==> config.mk <==
export PLATFORM = sky130hd
export DESIGN_NAME = alu_issue_stage
export DESIGN_NICKNAME = d
export VERILOG_FILES = /design/src/rtl/alu_issue_stage.sv
export SDC_FILE = /design/constraint.sdc
export NUM_CORES = 1
export LEC_CHECK = 0
export CAP_MARGIN = 15
export CORE_MARGIN = 5
export CORE_UTILIZATION = 45
export CTS_CLUSTER_DIAMETER = 80
export DETAILED_ROUTE_END_ITERATION = 6
export PLACE_DENSITY = 0.69
export REMOVE_ABC_BUFFERS = 1
export SLEW_MARGIN = 20
export SYNTH_ARGS = -nofsm -noshare
export SYNTH_HDL_FRONTEND = slang
export SYNTH_SLANG_ARGS = --single-unit
==> constraint.sdc <==
create_clock -name clk -period 7.05 [get_ports clk]
set_clock_uncertainty 0.1 [all_clocks]
set_input_delay 1.0575 -clock clk [delete_from_list [all_inputs] [get_ports clk]]
set_output_delay 1.0575 -clock clk [all_outputs]
set_load 0.02 [all_outputs]
==> src/rtl/alu_issue_stage.sv <==
// Issue stage for a combinational ALU. Buffers commands in a FIFO, holds operands stable for
// one settle cycle, then registers the result and offers it on a valid/ready response port.
module alu_issue_stage #(
  parameter int unsigned WIDTH = 8,
  parameter int unsigned SEL_W = 4,
  parameter int unsigned DEPTH = 4
) (
  input  logic                       clk,
  input  logic                       rst_n,
  input  logic                       cmd_valid,
  output logic                       cmd_ready,
  input  logic [WIDTH-1:0]           cmd_a,
  input  logic [WIDTH-1:0]           cmd_b,
  input  logic [SEL_W-1:0]           cmd_sel,
  output logic [WIDTH-1:0]           alu_a,
  output logic [WIDTH-1:0]           alu_b,
  output logic [SEL_W-1:0]           alu_sel,
  input  logic [WIDTH-1:0]           alu_out,
  input  logic                       alu_carry,
  output logic                       rsp_valid,
  input  logic                       rsp_ready,
  output logic [WIDTH-1:0]           rsp_out,
  output logic                       rsp_carry,
  output logic [SEL_W-1:0]           rsp_sel,
  output logic [$clog2(DEPTH+1)-1:0] fifo_count,
  output logic [15:0]                ops_done
);

  localparam int unsigned PW = $clog2(DEPTH);
  localparam int unsigned CW = $clog2(DEPTH + 1);
  localparam logic [CW-1:0] Full = CW'(DEPTH);

  typedef enum logic [1:0] {StIdle, StDrive, StResp} state_e;

  state_e state_q, state_d;

  logic [WIDTH-1:0] mem_a   [DEPTH];
  logic [WIDTH-1:0] mem_b   [DEPTH];
  logic [SEL_W-1:0] mem_sel [DEPTH];

  logic [PW-1:0]    wr_ptr_q, rd_ptr_q;
  logic [CW-1:0]    count_q, count_d;
  logic [WIDTH-1:0] alu_a_q, alu_b_q;
  logic [SEL_W-1:0] alu_sel_q;
  logic             rsp_valid_q, rsp_valid_d;
  logic [WIDTH-1:0] rsp_out_q;
  logic             rsp_carry_q;
  logic [SEL_W-1:0] rsp_sel_q;
  logic [15:0]      ops_done_q;

  logic push, pop, capture, done_inc, not_empty;

  assign not_empty = (count_q != '0);
  // Ready is gated by rst_n so nothing is offered while the block is held in reset.
  assign cmd_ready = rst_n && (count_q != Full);
  assign push      = cmd_valid && cmd_ready;

  always_comb begin
    state_d     = state_q;
    rsp_valid_d = rsp_valid_q;
    pop         = 1'b0;
    capture     = 1'b0;
    done_inc    = 1'b0;
    case (state_q)
      StIdle: begin
        if (not_empty) begin
          pop     = 1'b1;
          state_d = StDrive;
        end
      end
      StDrive: begin
        capture     = 1'b1;
        rsp_valid_d = 1'b1;
        state_d     = StResp;
      end
      StResp: begin
        if (rsp_valid_q && rsp_ready) begin
          done_inc    = 1'b1;
          rsp_valid_d = 1'b0;
          if (not_empty) begin
            pop     = 1'b1;
            state_d = StDrive;
          end else begin
            state_d = StIdle;
          end
        end
      end
      default: state_d = StIdle;
    endcase
  end

  always_comb begin
    count_d = count_q;
    case ({push, pop})
      2'b10:   count_d = count_q + CW'(1);
      2'b01:   count_d = count_q - CW'(1);
      default: count_d = count_q;
    endcase
  end

  // Storage carries no reset; occupancy is tracked solely by the pointers and count.
  always_ff @(posedge clk) begin
    if (push) begin
      mem_a[wr_ptr_q]   <= cmd_a;
      mem_b[wr_ptr_q]   <= cmd_b;
      mem_sel[wr_ptr_q] <= cmd_sel;
    end
  end

  always_ff @(posedge clk or negedge rst_n) begin
    if (!rst_n) begin
      state_q     <= StIdle;
      wr_ptr_q    <= '0;
      rd_ptr_q    <= '0;
      count_q     <= '0;
      alu_a_q     <= '0;
      alu_b_q     <= '0;
      alu_sel_q   <= '0;
      rsp_valid_q <= 1'b0;
      rsp_out_q   <= '0;
      rsp_carry_q <= 1'b0;
      rsp_sel_q   <= '0;
      ops_done_q  <= '0;
    end else begin
      state_q     <= state_d;
      count_q     <= count_d;
      rsp_valid_q <= rsp_valid_d;
      if (push) begin
        wr_ptr_q <= wr_ptr_q + PW'(1);
      end
      if (pop) begin
        alu_a_q   <= mem_a[rd_ptr_q];
        alu_b_q   <= mem_b[rd_ptr_q];
        alu_sel_q <= mem_sel[rd_ptr_q];
        rd_ptr_q  <= rd_ptr_q + PW'(1);
      end
      if (capture) begin
        rsp_out_q   <= alu_out;
        rsp_carry_q <= alu_carry;
        rsp_sel_q   <= alu_sel_q;
      end
      if (done_inc) begin
        ops_done_q <= ops_done_q + 16'd1;
      end
    end
  end

  assign alu_a      = alu_a_q;
  assign alu_b      = alu_b_q;
  assign alu_sel    = alu_sel_q;
  assign rsp_valid  = rsp_valid_q;
  assign rsp_out    = rsp_out_q;
  assign rsp_carry  = rsp_carry_q;
  assign rsp_sel    = rsp_sel_q;
  assign fifo_count = count_q;
  assign ops_done   = ops_done_q;

endmodule

==> metrics.txt, run 1 <==
CTS Buf Count=17; Mapped Area=5320 sq um; area growth from synthesis to layout=30.3%; Mapped Cells=283; R2R setup slack=4640 ps; EDFF count, synth=80; wire length on met2=4.47 mm; Buf+Inv Stages, Crit Path=4; post-layout minimum cycle time=4050 ps; ys async rst share=42.4%; Top Ports=87; top cell type's share of synthesized area=a little under half; register area share after synthesis=72.9%; final worst slack=approximately 3000 ps; met1 WL=about 4.3 mm; RSZ-0062 raised after global routing=false; 1st-iter DRT viols=132; worst slew pin tran=1070 ps; worst skew pair latency=approximately 400 ps; placed cell area=roughly 6300 sq um; TritonCTS clock tree=done; first-pass GRT wire length=15.8 mm; Post-Route WL=9.38 mm; share of cells above drive strength 1=23.1%; Root Buffer=clkbuf_16; Final Hold Viols=0; Rows=39; post-CTS resize count=0; Max clock buf depth=2; Layout Cells excl Fill=537; area leader, netlist=edfxtp_1; most common flop cell mapped by yosys=edfxtp_1; Slew Viols, Final=0; Hold WC Path Type=flip-flop to flip-flop; Initial Util=around 46%; yosys warns=0; Synth Area per Inst=18.8 sq um; Post CTS Setup Buffer Count=0; crit path from=rst_n; Core Region=11500 sq um; top sig layer=met4; H-tree levels=4; CP top delay family=buffers and inverters; global-route usage over all layers=between 10% and 20%; critical path endpoint category=primary output; worst vdd ir=0.000274 V; fin area=6940 sq um; Reg area=3880 sq um; TNS Setup=0 ps; vias in the first global route=3002; Die Ht=119 microns; DIE AREA=between 10000 and 15000 sq um; Hold-fix buffers, CTS=0; final core occ=60.2%; FF+latch count, synth=139; IO Port Bufs=86; relative slew slack=28.9%; count of cell types in the netlist=27; CP Data Required Time=5890 ps; largest net degree at the start of global routing=61; most frequent cells in the layout=clkdlybuf4s50_1 (85), edfxtp_1 (80), dfrtp_1 (59), mux2_2 (35), mux4_2 (20); DRC viols=0; outcome=finished clean; CP cell instances=buf_2 > buf_4 > inv_1 > a31oi_1 > clkdlybuf4s50_1; 1st-pass router iterations=4; die width=119 microns; grt ovf=0; CTS Sinks=139; crit path kind=primary input to primary output; crit-path max cell delay=690 ps; placed insts=~510; Area contributors post-synth=edfxtp_1 (45%), dfrtp_1 (28%), mux4_2 (8.5%); routability congestion estimate from global placement=0.702; Reg2Reg Depth=9; DR WL/cell=17.5 microns; crit-path max FO=60; worst setup path endpoint=cmd_ready; f_max=247 MHz; drt via density=slightly above 5; number of cells on the critical path=5; Detailed Place HPWL=5.98 mm; Crit Reg-Reg Startpoint=rsp_valid; PwrDens=446 nW/um^2; # setup viols final=0; total power=around 3.1 mW; Pleak=around 2.6 nW; arrival time worst endpoint=2890 ps; Reg-to-Reg End=fifo_count[2]; WHS=372 ps; WL met3=561 microns; commonest non-fill, non-tap cell in the layout=clkdlybuf4s50_1; final critical-path share of the clock period=a little under three fifths; Max Cap Viol=0; Post-layout nets=421; Setup WS pre-CTS=roughly 3000 ps; slowest stage cell on the critical path=clkdlybuf4s50_1; fillcell total=approximately 860; Antenna Diode Count=0; post-route ant nets=0; initial antenna violation count=0; Setup crit start kind=primary input; area of the multi-input gates=1370 sq um; Reg clk slew, reported paths=50 ps; via total after detailed routing=2733
-- sequential cells by signal, indices dropped and copies added, names as in the netlist, 3 cells and up --
register,count
mem_sel,16
fifo_count,3
rsp_out,8
alu_sel,4
mem_a,32
rsp_sel,4
ops_done,16
alu_b,8
mem_b,32
alu_a,8
-- where the power goes --
group          total [mW]  internal (mW)  switching (mW)
registers            1.20           1.06           0.138
logic                1.01          0.550           0.462
clock network       0.879          0.561           0.317
total                3.09           2.17           0.917
-- area by class of cell --
class | instances | share of cell area [%]
repair buffers | 89 | 12.7
inverters | 9 | 0.487
clock inverters | 13 | 2.18
multi-input cells | 125 | 19.8
flip-flops and latches | 139 | 55.9
clock buffers | 19 | 6.39
well taps | 143 | 2.58
-- worst min-delay path by stage --
stage                 startpoint  cells past startpoint  slack [ps]            to
floorplan             state_q[0]                      1         370    state_q[0]
global placement    ops_done[15]                      1         360  ops_done[15]
detailed placement  ops_done[15]                      1         370  ops_done[15]
CTS                 ops_done[15]                      1         380  ops_done[15]
global route        ops_done[15]                      1         400  ops_done[15]
finish              ops_done[15]                      1         370  ops_done[15]
-- cell usage after synthesis (all sizes together), types with 5 or more instances --
cell,instances
edfxtp,80
buf,7
nor2,5
dfrtp,59
nand2,10
xor2,6
ha,6
xnor2,15
inv,9
and3,5
mux4,20
mux2,35
-- cell families (layout without fill, tap and decap cells) --
family,count (synthesis),after routing,share of synthesized area (%)
buffers and inverters,19,130,1.55
adder cells (fa/ha/maj),7,7,1.79
AO/OA/AOI/OAI,5,5,0.776
AND/OR/NAND/NOR,36,36,3.53
flip-flops,139,139,72.9
XOR/XNOR,21,21,3.45
multiplexers,56,56,16.1
-- per-layer routing --
layer	global-route usage (%)	up-vias
met4	3.91	0
li1	-	1265
met1	19.2	1377
met5	0	-
met3	5.73	5
met2	22.3	86
No activity file was read; power rests on OpenSTA's default activity.
==> run 2: changes to the inputs <==
- clock period: 7.05 -> 3.88 ns (I/O delays scaled with it)
==> run 2 against run 1 <==
  * Final cell count grew 0.74%
  * Cell area grew 0.72%
  * Via count grew 1.9%
  * Largest power group unchanged
  * Highest routed layer unchanged
==> metrics.txt, run 2 (synthesis gave the netlist of run 1 again) <==
Hold-fix buffers, CTS=0; Pleak=2.62 nW; Post-Route WL=around 10 mm; TNS Setup=0 ps; vias in the first global route=3085; slowest stage cell on the critical path=clkdlybuf4s50_1; Slew Viols, Final=0; largest net degree at the start of global routing=60; Rows=39; outcome=finished clean; DRC viols=0; Hold WC Path Type=primary input to async pin; Initial Util=46.2%; relative slew slack=34.7%; CTS Sinks=between 100 and 150; area growth from synthesis to layout=31.2%; CTS Buf Count=17; Antenna Diode Count=0; DR WL/cell=roughly 18 microns; 1st-iter DRT viols=147; arrival time worst endpoint=~2000 ps; post-route ant nets=0; worst skew pair latency=400 ps; TritonCTS clock tree=done; Post CTS Setup Buffer Count=0; CP top delay family=buffers and inverters; first-pass GRT wire length=16.3 mm; Die Ht=about 120 microns; f_max=between 300 and 400 MHz; IO Port Bufs=86; Core Region=approximately 12000 sq um; total power=roughly 5.7 mW; grt ovf=0; Final Hold Viols=0; H-tree levels=4; die width=119 microns; drt via density=5.15; GRT busiest layer=met2; post-CTS resize count=0; GR Util met1=19.8%; Max Cap Viol=0; 1st-pass router iterations=6; CP cell instances=inv_1 > a31oi_1 > clkdlybuf4s50_1; post-layout minimum cycle time=2650 ps; crit-path max cell delay=690 ps; Max clock buf depth=2; Layout Cells excl Fill=between 500 and 600; Setup WS pre-CTS=roughly 1200 ps; Detailed Place HPWL=about 6.2 mm; RSZ-0062 raised after global routing=false; crit-path max FO=6; Post-layout nets=425; placed insts=509; initial antenna violation count=0; crit path kind=flip-flop to primary output; most frequent cells in the layout=clkdlybuf4s50_1 (85), edfxtp_1 (80), dfrtp_1 (59), mux2_2 (35), mux4_2 (20); DIE AREA=~14000 sq um; # setup viols final=0; worst vdd ir=just under 0.0005 V; share of cells above drive strength 1=23.9%; fin area=6990 sq um; final critical-path share of the clock period=68.2%; worst slew pin tran=around 980 ps; routability congestion estimate from global placement=slightly below 0.8; CP Data Required Time=3200 ps; placed cell area=~6400 sq um; final worst slack=1230 ps; Buf+Inv Stages, Crit Path=2; R2R setup slack=between 1500 and 2000 ps; critical path endpoint category=primary output; PwrDens=~800 nW/um^2; Setup crit start kind=flip-flop; Top Ports=87; Reg clk slew, reported paths=about 60 ps; global-route usage over all layers=15.0%; via total after detailed routing=between 2000 and 3000; largest registers=mem_a (32), mem_b (32); met3 Use GR=under 10%; global-route met2 utilization=22.9%; Root Buffer=clkbuf_16; commonest non-fill, non-tap cell in the layout=clkdlybuf4s50_1
## run 2: cell count changes in the layout (fill, tap and decap cells not counted)
cell        delta
buf_4          +4
clkinv_2       -3
clkbuf_8       +2
clkbuf_1       +1
clkinv_1       -1
clkinvlp_4     +1
## run 2: path summary, 6_finish.rpt
check,start,depth (start not counted),endpoint
worst max-delay path,fifo_count[0],3,cmd_ready
worst min-delay path,rst_n,2,ops_done[7]
worst max register to register,fifo_count[0],8,fifo_count[1]
worst min register to register,ops_done[15],1,ops_done[15]
max in group asynchronous,rst_n,2,alu_sel[1]
min in group clk,ops_done[15],1,ops_done[15]
## run 2: report_power, final
part | total, mW | leakage, nW | switching (mW) | internal [mW]
Clock | 1.63 | 0.292 | 0.572 | 1.06
Combinational | 1.85 | 0.889 | 0.845 | 1.01
Sequential | 2.18 | 1.44 | 0.253 | 1.93
Total | 5.67 | 2.62 | 1.67 | 4.00
## run 2: metal layers
layer  part of all wire [%]  up-vias
li1                       -     1277
met1                     45     1409
met2                     48       89
met3                    5.7       11
met4                    1.3        0
met5                      0        -
## run 2: through the flow
step | hold slack (ps) | util, %
finish | 323 | 60.7
global route | 382 | 60.7
CTS | 345 | 60.6
detailed placement | 368 | 55.3
global placement | 373 | 55.3
floorplan | 186 | -
## run 2: cell type report
type	count	area [sq um]
sequential	139	3880
inverter	9	33.8
multi-input combinational	125	1370
timing repair buffer	93	908
clock buffer	22	474
tap	143	179
clock inverter	10	140
fill	853	4530
==> run 3: changes to the inputs <==
- PLACE_DENSITY: 0.69 -> 0.72
- clock period: 3.88 -> 2.21 ns (I/O delays scaled with it)
==> run 3 against run 2 <==
  * Clock-buffer cell count is 3 lower
  * Global-route usage about the same
  * Sequential cell count unchanged
  * Die area unchanged
  * Total power rose by 77%
  * Register-to-register slack got worse by 1500 ps
  * Critical endpoint unchanged
  * Largest power group unchanged
==> metrics.txt, run 3 (synthesis gave the netlist of run 1 again) <==
outcome=finished clean; IO Port Bufs=86; DIE AREA=14100 sq um; final worst slack=182 ps; Final Hold Viols=0; die width=119 microns; worst vdd ir=0.00108 V; arrival time worst endpoint=1600 ps; via total after detailed routing=2830; Post-layout nets=433; global-route usage over all layers=15.0%; Root Buffer=clkbuf_16; Pleak=2.68 nW; critical path endpoint category=primary output; slowest stage cell on the critical path=dfrtp_1; Rows=39; Reg-to-Reg End=fifo_count[2]; RSZ-0062 raised after global routing=false; Reg clk slew, reported paths=60 ps; Max Cap Viol=0; initial antenna violation count=0; Die Ht=between 100 and 150 microns; placed cell area=between 6000 and 7000 sq um; largest net degree at the start of global routing=60; 1st-iter DRT viols=244; crit-path max cell delay=420 ps; CTS Buf Count=17; 1st-pass router iterations=4; first-pass GRT wire length=16.1 mm; largest registers=mem_a (32), mem_b (32); Initial Util=46.2%; worst slew pin tran=about 770 ps; CTS Sinks=approximately 140; routability congestion estimate from global placement=0.723; Slew Viols, Final=0; Setup WS pre-CTS=-231 ps; DRC viols=0; Antenna Diode Count=0; f_max=slightly below 500 MHz; worst skew pair latency=roughly 400 ps; post-route ant nets=0; final core occ=61.7%; Reg area=3880 sq um; area growth from synthesis to layout=33.4%; DR WL/cell=around 18 microns; post-layout minimum cycle time=2030 ps; Hold WC Path Type=primary input to async pin; drt via density=5.15; PwrDens=about 1400 nW/um^2; grt ovf=0; fillcell total=859; Post-Route WL=9.82 mm; share of cells above drive strength 1=25.6%; Post CTS Setup Buffer Count=0; crit-path max FO=5; Setup crit start kind=flip-flop; commonest non-fill, non-tap cell in the layout=clkdlybuf4s50_1; CP cell instances=inv_2 > a31oi_1 > buf_4 > dlygate4sd2_1; CP top delay family=buffers and inverters; fin area=7100 sq um; CP Data Required Time=1780 ps; # setup viols final=0; R2R setup slack=180 ps; Detailed Place HPWL=~6.2 mm; crit path kind=flip-flop to primary output; Reg2Reg Depth=10; TritonCTS clock tree=done; H-tree levels=4; Hold-fix buffers, CTS=0; Crit Reg-Reg Startpoint=fifo_count[1]; relative slew slack=48.6%; Top Ports=between 80 and 90; most frequent cells in the layout=clkdlybuf4s50_1 (84), edfxtp_1 (80), dfrtp_1 (59), mux2_2 (35), mux4_2 (20); Max clock buf depth=2; area of the multi-input gates=between 1000 and 1500 sq um; Buf+Inv Stages, Crit Path=3; final critical-path share of the clock period=91.8%; vias in the first global route=approximately 3100; Core Region=between 10000 and 15000 sq um
==> run 3: timing repair <==
action	4_1_cts	5_1_grt
resized for setup	1	1
cloned	0	0
endpoints found under the setup margin	1	1
==> run 3: per-stage QoR <==
stage	power, mW	instances	hold slack, ps	setup TNS [ps]
3_3_place_gp	7.20	517	362	-173
4_1_cts	10.2	549	57.9	0
2_1_floorplan	5.78	273	-64.1	-9210
3_5_place_dp	7.30	517	363	-283
5_1_grt	10.6	549	91.6	0
6_report	10.1	549	33.1	0
==> run 3: area by class of cell <==
class / count / share of cell area [%]
clock inverter: 13 / 2.36
clock buffer: 19 / 6.24
inverter: 9 / 0.476
multi-input combinational: 125 / 19.3
tap: 143 / 2.52
sequential: 139 / 54.6
timing repair buffer: 101 / 14.5
==> run 3: how the worst max path moves through the flow <==
stage                        startpoint       endpoint  slack (ps)  cells after the start
after floorplan               rsp_valid  fifo_count[2]        -760                      8
after global placement        rsp_ready  fifo_count[2]        -170                      9
after detailed placement      rsp_ready  fifo_count[2]        -230                      9
after CTS                 fifo_count[0]      cmd_ready         110                      4
after global routing      fifo_count[0]      cmd_ready          30                      4
final                     fifo_count[0]      cmd_ready         180                      4
==> run 3: worst reg2reg max path, cell delays in order, from the launching register on <==
cell and delay (ps):
dfrtp_1 400, inv_1 120, a31oi_1 110, and2_1 190
inv_1 60, ha_1 150, inv_1 50, fa_1 370
xor2_1 150, nor2_1 110, xor2_1 150
==> run 3: where the power goes <==
group,internal [mW],switching (mW)
clock,1.81,1.06
combinational,1.86,1.53
sequential,3.39,0.396
total,7.07,2.99
==> run 3: routing by layer <==
layer / wire length [microns] / vias to the layer above / track usage (%)
met2: 4600 / 107 / 23.2
met3: 687 / 10 / 6.49
met1: 4450 / 1418 / 19.1
li1: - / 1295 / -
met4: 84 / 0 / 5.21
met5: 0 / - / 0
